===== src/rtl/piso_serializer_pkg.sv =====
// Shared definitions for the parallel-in/serial-out transmitter slice.
package piso_serializer_pkg;

    typedef enum logic {
        ST_IDLE  = 1'b0,
        ST_SHIFT = 1'b1
    } state_t;

endpackage


===== src/rtl/piso_shreg.sv =====
// WIDTH-bit shift register with sync clear, parallel load and 1-bit shift.
// The bit exposed on out_bit is the next one the serializer will send.
module piso_shreg
    import piso_serializer_pkg::*;
#(
    parameter int WIDTH     = 8,
    parameter bit MSB_FIRST = 1'b1
) (
    input  logic             clk,
    input  logic             clr,
    input  logic             load,
    input  logic             shift,
    input  logic [WIDTH-1:0] load_data,
    output logic             out_bit
);

    logic [WIDTH-1:0] data_q;
    logic [WIDTH-1:0] data_d;

    function automatic logic [WIDTH-1:0] shift_once(input logic [WIDTH-1:0] v);
        if (MSB_FIRST)
            return {v[WIDTH-2:0], 1'b0};
        else
            return {1'b0, v[WIDTH-1:1]};
    endfunction

    // The first bit leaves straight from din, so a load keeps only the rest.
    always_comb begin
        data_d = data_q;
        if (clr)
            data_d = '0;
        else if (load)
            data_d = shift_once(load_data);
        else if (shift)
            data_d = shift_once(data_q);
    end

    always_ff @(posedge clk) begin
        data_q <= data_d;
    end

    assign out_bit = MSB_FIRST ? data_q[WIDTH-1] : data_q[0];

endmodule


===== src/rtl/piso_serializer.sv =====
// Parallel-in/serial-out transmitter: valid/ready word intake, one bit per
// clock on sout with registered frame_start/frame_done strobes.
module piso_serializer
    import piso_serializer_pkg::*;
#(
    parameter int WIDTH     = 8,
    parameter bit MSB_FIRST = 1'b1
) (
    input  logic             clk,
    input  logic             rst,
    input  logic [WIDTH-1:0] din,
    input  logic             load_valid,
    output logic             load_ready,
    output logic             sout,
    output logic             sout_valid,
    output logic             frame_start,
    output logic             frame_done
);

    localparam int               CNT_W    = $clog2(WIDTH);
    localparam logic [CNT_W-1:0] LAST_CNT = CNT_W'(WIDTH - 1);

    state_t           state_q, state_d;
    logic [CNT_W-1:0] cnt_q, cnt_d, cnt_inc;
    logic             sout_q, sout_d;
    logic             sout_valid_q, sout_valid_d;
    logic             frame_start_q, frame_start_d;
    logic             frame_done_q, frame_done_d;

    logic at_last;
    logic accept;
    logic first_bit;
    logic shreg_bit;
    logic shreg_load;
    logic shreg_shift;

    assign at_last    = (cnt_q == LAST_CNT);
    assign load_ready = ~rst & ((state_q == ST_IDLE) | ((state_q == ST_SHIFT) & at_last));
    assign accept     = load_valid & load_ready;
    assign first_bit  = MSB_FIRST ? din[WIDTH-1] : din[0];
    assign cnt_inc    = cnt_q + CNT_W'(1);

    piso_shreg #(
        .WIDTH     (WIDTH),
        .MSB_FIRST (MSB_FIRST)
    ) u_shreg (
        .clk       (clk),
        .clr       (rst),
        .load      (shreg_load),
        .shift     (shreg_shift),
        .load_data (din),
        .out_bit   (shreg_bit)
    );

    // Acceptance wins in either state, which is what makes frames abut.
    always_comb begin
        state_d       = state_q;
        cnt_d         = cnt_q;
        sout_d        = sout_q;
        sout_valid_d  = sout_valid_q;
        frame_start_d = frame_start_q;
        frame_done_d  = frame_done_q;
        shreg_load    = 1'b0;
        shreg_shift   = 1'b0;

        if (accept) begin
            state_d       = ST_SHIFT;
            cnt_d         = '0;
            sout_d        = first_bit;
            sout_valid_d  = 1'b1;
            frame_start_d = 1'b1;
            frame_done_d  = 1'b0;
            shreg_load    = 1'b1;
        end else begin
            case (state_q)
                ST_SHIFT: begin
                    if (at_last) begin
                        state_d       = ST_IDLE;
                        cnt_d         = '0;
                        sout_d        = 1'b0;
                        sout_valid_d  = 1'b0;
                        frame_start_d = 1'b0;
                        frame_done_d  = 1'b0;
                    end else begin
                        cnt_d         = cnt_inc;
                        sout_d        = shreg_bit;
                        frame_start_d = 1'b0;
                        frame_done_d  = (cnt_inc == LAST_CNT);
                        shreg_shift   = 1'b1;
                    end
                end
                default: begin
                    sout_d        = 1'b0;
                    sout_valid_d  = 1'b0;
                    frame_start_d = 1'b0;
                    frame_done_d  = 1'b0;
                end
            endcase
        end
    end

    always_ff @(posedge clk) begin
        if (rst) begin
            state_q       <= ST_IDLE;
            cnt_q         <= '0;
            sout_q        <= 1'b0;
            sout_valid_q  <= 1'b0;
            frame_start_q <= 1'b0;
            frame_done_q  <= 1'b0;
        end else begin
            state_q       <= state_d;
            cnt_q         <= cnt_d;
            sout_q        <= sout_d;
            sout_valid_q  <= sout_valid_d;
            frame_start_q <= frame_start_d;
            frame_done_q  <= frame_done_d;
        end
    end

    assign sout        = sout_q;
    assign sout_valid  = sout_valid_q;
    assign frame_start = frame_start_q;
    assign frame_done  = frame_done_q;

endmodule


===== config.mk =====
export PLATFORM = sky130hd
export DESIGN_NAME = piso_serializer
export DESIGN_NICKNAME = d
export VERILOG_FILES = /design/src/rtl/piso_serializer_pkg.sv /design/src/rtl/piso_shreg.sv /design/src/rtl/piso_serializer.sv
export SDC_FILE = /design/constraint.sdc
export NUM_CORES = 1
export LEC_CHECK = 0
export BUFFER_PORTS_ARGS = -buffer_cell sky130_fd_sc_hd__buf_2
export CAP_MARGIN = 15
export CELL_PAD_IN_SITES_DETAIL_PLACEMENT = 1
export CELL_PAD_IN_SITES_GLOBAL_PLACEMENT = 1
export CORE_MARGIN = 3
export CORE_UTILIZATION = 25
export CTS_CLUSTER_DIAMETER = 50
export DETAILED_ROUTE_END_ITERATION = 10
export GPL_TIMING_DRIVEN = 0
export PLACE_DENSITY = 0.63
export SLEW_MARGIN = 10
export SYNTH_ARGS = -nofsm -noshare
export SYNTH_HDL_FRONTEND = slang
export SYNTH_SLANG_ARGS = --single-unit

===== constraint.sdc =====
create_clock -name clk -period 2 [get_ports clk]
set_clock_uncertainty 0.2 [all_clocks]
set_input_delay 0.1 -clock clk [delete_from_list [all_inputs] [get_ports clk]]
set_output_delay 0.1 -clock clk [all_outputs]
set_load 0.005 [all_outputs]

==> results of run 1 <==
## synthesized netlist by cell type
master and instances:
and2_1 1, nor3_1 2, and2b_4 1, a31oi_1 1, clkbuf_1 1, buf_6 2, nand3_1 1, ha_1 3
nand2b_4 1, nor2_1 12, inv_1 1, a21oi_1 5, buf_4 1, dfxtp_1 15, nor3b_1 3, nand2_1 5
a211oi_1 6, mux2i_1 7
## power groups by stage
stage	Sequential [uW]	Combinational, uW	Clock [uW]
2_1_floorplan	333	53.3	0
3_3_place_gp	335	78.8	0
3_5_place_dp	336	80.7	0
4_1_cts	329	94.6	181
5_1_grt	332	106	206
6_report	330	93.5	171
## worst min-delay path, cell delays in order
cell,delay (ns)
buf_4,0.16
mux2i_1,0.15
a211oi_1,0.09
## sequential cells by signal, summed over array words and instances (netlist names)
signal          flops
state_q             1
u_shreg.data_q      7
frame_done          1
frame_start         1
sout_valid          1
cnt_q               3
sout                1
## kinds of logic (layout without fill, tap and decap cells)
logic type / count (synthesis) / after routing
and+or+nand+nor: 26 / 26
DFF: 15 / 15
AOI/OAI and AO/OA: 12 / 12
adders and majority gates: 3 / 3
muxes: 7 / 7
buffers and inverters: 5 / 32
## per-stage QoR
stage | std cells | cell area (um2) | worst slack (ns) | hold WS (ns) | util (%)
after floorplan | 68 | 653 | 0.531 | -0.0272 | -
after global placement | 110 | 758 | 0.454 | 0.169 | 32.4
after detailed placement | 110 | 758 | 0.395 | 0.172 | 32.4
after CTS | 123 | 875 | 0.170 | 0.0534 | 37.4
after global routing | 123 | 875 | 0.0830 | 0.0813 | 37.4
final | 123 | 875 | 0.187 | 0.0689 | 37.4
## cells in the final DEF, fill, tap and decap left out, types with 2 or more instances in the layout
cell / count
a211oi_1: 6
a21oi_1: 5
buf_2: 14
buf_6: 2
clkbuf_1: 2
clkbuf_4: 3
dfxtp_1: 15
dlygate4sd3_1: 9
ha_1: 3
mux2i_1: 7
nand2_1: 5
nor2_1: 12
nor3_1: 2
nor3b_1: 3
## worst paths after layout
check                                        startpoint                        endpoint  slack, ns  depth (start not counted)
worst max-delay path              cnt_q[0]$_SDFFE_PP0P_                      load_ready       0.19                          5
worst min-delay path                         load_valid  u_shreg.data_q[2]$_SDFFE_PP0P_       0.07                          3
worst max register to register    cnt_q[0]$_SDFFE_PP0P_  u_shreg.data_q[7]$_SDFFE_PP0P_       0.33                          5
worst min register to register  sout_valid$_SDFFE_PP0P_         sout_valid$_SDFFE_PP0P_       0.28                          2
## what timing repair did
| action | CTS | global route |
|---|---|---|
| hold buffers | 9 | 0 |
| setup endpoints to repair | 0 | 0 |
| buffers inserted | 0 | 0 |
| endpoints found under the hold margin | 9 | 0 |
## cell type report
class,count,area (um2)
buffer,4,33.8
clock buffer,4,26.3
fill,289,1470
inverter,1,3.75
multi-input combinational,48,315
sequential,15,300
tap,28,35.0
timing repair buffer,23,160
## routing by layer
layer  global-route usage, %  routed length [um]  part of all wire, %  up-vias
met5                       0                   0                    0        -
met4                    5.96                  13                 0.81        0
met3                    2.71                  59                  3.7        2
met2                    19.7                 799                   50        8
met1                    12.3                 729                   46      252
li1                        -                   -                    -      288
==> results_dict.tcl, run 1 <==
set metrics [dict create \
    via_per_inst 4.47 \
    sw_frac_of_total_pct 25.2 \
    routabilityCongestion 0.722 \
    port_buffers 14 \
    end_kind "output port" \
    yosys.area.top_type "dfxtp_1" \
    htree_num_levels 1 \
    fp.dieW_um 57.1 \
    yosys-top-cells-area "dfxtp_1, mux2i_1, a211oi_1" \
    grt_first_pass_wirelength_um 2770 \
    synth-xor-area-share_pct 0 \
    synth_adder_area_share_pct 5.75 \
    ys_ff_latch 15 \
    finalMaxSlewViolations 0 \
    grt_max_degree 11 \
    crit_path_frequent_cell "ha_1" \
    ant_nets 0 \
    synth-simple-area-share_pct 20.1 \
    grt-ovfl-total 0 \
    p_total_uw 594 \
    syn_avg_cell_area_um2 9.60 \
    period_share_pct 90.7 \
    synth_compound_area_share_pct 11.7 \
    cp_num_buf_inv 1 \
    antenna_found_initial 0 \
    rsz0062_at_grt "false" \
    syn2layout_area_growth_pct 33.9 \
    wl_per_cell_um 13.0 \
    vdd_drop_max_mv 0.248 \
    critPathSlowestCell "dfxtp_1" \
    relSlewSlack_pct 66.4 \
    fmax_mhz 552 \
    grt_usage_pct 11.2 \
    final_nets 110 \
    worstPathCellList "ha_1 > ha_1 > and2b_4 > nor2_1 > buf_2" \
    finalCriticalPeriod_ns 1.81 \
    dieArea_um2 3260 \
    setup_violations 0 \
    first_global_vias 616 \
    rows 17 \
    synth_nets 82 \
    p_seq_share_pct 55.5 \
    crit_type "reg2out" \
    synth_top_area_share_pct 46.0 \
    hold_viol_final 0 \
    slowest_delay_ns 0.33 \
    drive_above_1_share_pct 23.2 \
    critical_path_required_ns 1.70 \
    p_int_uw 444 \
    comb_power_share_pct 15.7 \
    diodes 0 \
    vias 550 \
    synth_cells 68 \
    synth_area_um2 653 \
    dp_hpwl_um 1070 \
    critPathMaxFanout 6 \
    synth.area.mux_share_pct 10.7 \
    cts_resized 0 \
    clk_pin_slew_worst_paths_ns 0.09 \
    hold_class "in2reg" \
    numClockSinks 15 \
    cap_violations 0 \
    synth_cell_types 18 \
    clockPowerShare_pct 28.8 \
    fp.dieH_um 57.1 \
    worst_slew_pin_slew_ns 0.505 \
    cts_tree "done" \
    critPathTopFamily "adder cells" \
    routed_wl_um 1600 \
    firstDrtPassIters 2 \
    powerDensity_nw_per_um2 679 \
    start_util_pct 27.9 \
    outcome "complete, no violations" \
    cp-start-kind "register" \
    yosysSeqAreaShare_pct 46.0 \
    root_buffer "clkbuf_4" \
    crit_arrival_ns 1.51 \
    synth_top_family_by_area "simple AND/OR/NAND/NOR gates" \
    ys_warn_count 0 \
    p_switching_uw 150 \
    cts_buffer_depth 2 \
    p_leak_uw 0.000391 \
    finalSetupTns_ns 0 \
    drc 0 \
    ios 16 \
    cts_buffers 3 \
    core_area_um2 2340 \
    clock_latency_ns 0.28 \
    first_iter_violations 6 \
]
No activity file was read; power rests on OpenSTA's default activity.
==> run 2, diff against run 1 <==
--- a/config.mk
+++ b/config.mk
@@ -14,8 +14,9 @@
 export CTS_CLUSTER_DIAMETER = 50
 export DETAILED_ROUTE_END_ITERATION = 10
 export GPL_TIMING_DRIVEN = 0
-export PLACE_DENSITY = 0.63
+export PLACE_DENSITY = 0.62
 export SLEW_MARGIN = 10
 export SYNTH_ARGS = -nofsm -noshare
 export SYNTH_HDL_FRONTEND = slang
+export SYNTH_HIERARCHICAL = 1
 export SYNTH_SLANG_ARGS = --single-unit
==> constraint.sdc (replaced) <==
create_clock -name clk -period 2 [get_ports clk]
set_clock_uncertainty 0.2 [all_clocks]
set_input_delay 0.3 -clock clk [delete_from_list [all_inputs] [get_ports clk]]
set_output_delay 0.3 -clock clk [all_outputs]
set_load 0.005 [all_outputs]
==> run 2 against run 1 <==
First-iteration DRC count grew 83%. Sequential share of layout area decreased by 3.0 points. Global-route usage decreased by 0.71 points. Critical path type is now reg2reg.
==> results_dict.tcl, run 2 <==
set metrics [dict create \
    cts_buffer_depth 2 \
    yosys-top-cells-area "dfxtp_1, mux2i_1, a211oi_1" \
    crit_type "reg2reg" \
    r2r_start "cnt_q[0]$_SDFFE_PP0P_" \
    largest-register "u_shreg/data_q" \
    startpoint "cnt_q[0]$_SDFFE_PP0P_" \
    first_global_vias 614 \
    drive_above_1_share_pct 46.9 \
    synth_commonest_cells "dfxtp_1, nor2_1, mux2i_1" \
    synth_most_common_cell "dfxtp_1" \
    hold_viol_final 0 \
    fmax_mhz 521 \
    finalMaxSlewViolations 0 \
    yosysSeqAreaShare_pct 43.4 \
    yosys.area.top_type "dfxtp_1" \
    clock_latency_ns 0.28 \
    first_iter_violations 11 \
    rows 18 \
    p_leak_uw 0.000406 \
    routabilityCongestion 0.647 \
    setup_violations 0 \
    powerDensity_nw_per_um2 619 \
    final_nets 113 \
    cp-start-kind "register" \
    grt_max_degree 11 \
    ant_nets 0 \
    period_share_pct 96.0 \
    worst_slew_pin_slew_ns 0.450 \
    p_int_uw 452 \
    largestRegisters "u_shreg/data_q (7), cnt_q (3)" \
    htree_num_levels 1 \
    grt_first_pass_wirelength_um 2740 \
    port_buffers 14 \
    via_per_inst 4.59 \
    numClockSinks 15 \
    comb_power_share_pct 18.0 \
    syn_avg_cell_area_um2 9.75 \
    critPathMaxFanout 6 \
    crit_path_frequent_cell "ha_4" \
    synth_area_um2 692 \
    drc 0 \
    ys_warn_count 6 \
    ys_ff_latch 15 \
    finalSetupTns_ns 0 \
    start_util_pct 27.2 \
    routed_wl_um 1590 \
    outcome "complete, no violations" \
    fillers 314 \
    vdd_drop_max_mv 0.334 \
    largest_reg_flops 7 \
    vias 588 \
    antenna_found_initial 0 \
    synth-edff-count 0 \
    fin_cells 128 \
    slowest_delay_ns 0.39 \
    cts_tree "done" \
    crit_arrival_ns 1.94 \
    finalCriticalPeriod_ns 1.92 \
    synth_top_area_share_pct 43.4 \
    hold_path_startpoint "din[0]" \
    dieArea_um2 3440 \
    synthFlopType "dfxtp_1" \
    syn2layout_area_growth_pct 40.9 \
    cp_num_buf_inv 1 \
    critPathTopFamily "simple AND/OR/NAND/NOR gates" \
    synth_cells 71 \
    core_area_um2 2540 \
    sw_frac_of_total_pct 25.2 \
    p_seq_share_pct 53.7 \
    grt_usage_pct 10.5 \
    regArea_um2 305 \
    firstDrtPassIters 2 \
    synth_nets 85 \
    root_buffer "clkbuf_4" \
    multi_input_area_um2 410 \
    grt-ovfl-total 0 \
    end_kind "register" \
    wl_per_cell_um 12.4 \
    clk_pin_slew_worst_paths_ns 0.08 \
    final_common_cell "buf_2" \
    clockPowerShare_pct 28.3 \
    fp.dieW_um 58.6 \
    ios 16 \
    p_switching_uw 152 \
    synthArstFlopShare_pct 0 \
    critPathSlowestCell "or3b_4" \
    critical_path_required_ns 2.01 \
    dp_cells 115 \
    relSlewSlack_pct 70.0 \
    dp_hpwl_um 1050 \
    cts_buffers 3 \
    worstPathCellList "ha_4 > ha_4 > nor2b_4 > buf_6 > nor2_4 > and2_4 > or3b_4 > a21oi_2" \
    synth_cell_types 20 \
    hold_class "in2reg" \
    diodes 0 \
    mostFrequentLayoutCells "buf_2, dfxtp_1, nor2_1" \
    fp.dieH_um 58.6 \
    cap_violations 0 \
]
run 2: cell types whose count changed after synthesis, moves of 2 or more:
cell	previous run	this run
nor2_1	12	9
nor2b_1	0	6
nor3_1	2	0
nand2_1	5	3
run 2: power groups by stage:
stage	sequential (uW)	combinational (uW)	clock [uW]
global route	326	122	195
detailed placement	330	83.7	0
CTS	324	90.5	183
floorplan	329	57.1	0
global placement	330	81.6	0
finish	324	109	171
run 2: kinds of logic after synthesis:
logic type | Yosys count | synth area share [%]
AO/OA/AOI/OAI | 12 | 11.4
adder cells (fa/ha/maj) | 3 | 5.43
flip-flops | 15 | 43.4
multiplexers | 7 | 10.1
AND/OR/NAND/NOR | 27 | 22.4
buffers and inverters | 7 | 7.23
run 2: final timing paths:
kind	slack [ns]	cells after the start	to
setup reg to reg	0.08	8	u_shreg/data_q[1]$_SDFFE_PP0P_
hold reg to reg	0.26	2	sout$_SDFF_PP0_
hold / removal	0.09	3	u_shreg/data_q[1]$_SDFFE_PP0P_
setup / recovery	0.08	8	u_shreg/data_q[1]$_SDFFE_PP0P_
run 2: layer usage:
layer  vias up  GRT usage [%]  routed length (um)
met3         2           2.19                  66
met5         -              0                   0
li1        299              -                   -
met2         8           17.9                 819
met4         0           5.83                  10
met1       279           12.2                 696
run 2: worst register-to-register path, delay by kind of cell, from the launching register on:
family	cells	cell delay, ns
buffers and inverters	1	0.12
AOI/OAI and AO/OA	1	0.13
DFF	1	0.37
adders and majority gates	2	0.33
and+or+nand+nor	4	0.71
run 2: repair_timing:
action / 4_1_cts / 5_1_grt
hold buffers: 0 / 0
setup endpoints to repair: 8 / 8
setup buffers: 3 / 6
resized for setup: 7 / 13
pin swaps: 0 / 2
run 2: through the flow:
stage | instance area, um2 | utilization [%] | setup slack, ns | total power (uW) | hold WS [ns]
floorplan | 692 | - | 0.0108 | 386 | 0.169
global placement | 800 | 31.4 | -0.147 | 411 | 0.254
detailed placement | 800 | 31.4 | -0.223 | 414 | 0.253
CTS | 871 | 34.2 | 0.00129 | 598 | 0.0705
global route | 975 | 38.3 | -0.0118 | 644 | 0.0876
finish | 975 | 38.3 | 0.0794 | 604 | 0.0860
run 2: cell type report:
class,instances,area share (%)
flip-flops and latches,15,31.3
well taps,30,3.85
repair buffers,23,14.5
clock buffers,4,2.70
inverters,2,1.16
multi-input cells,49,42.1
plain buffers,5,4.36
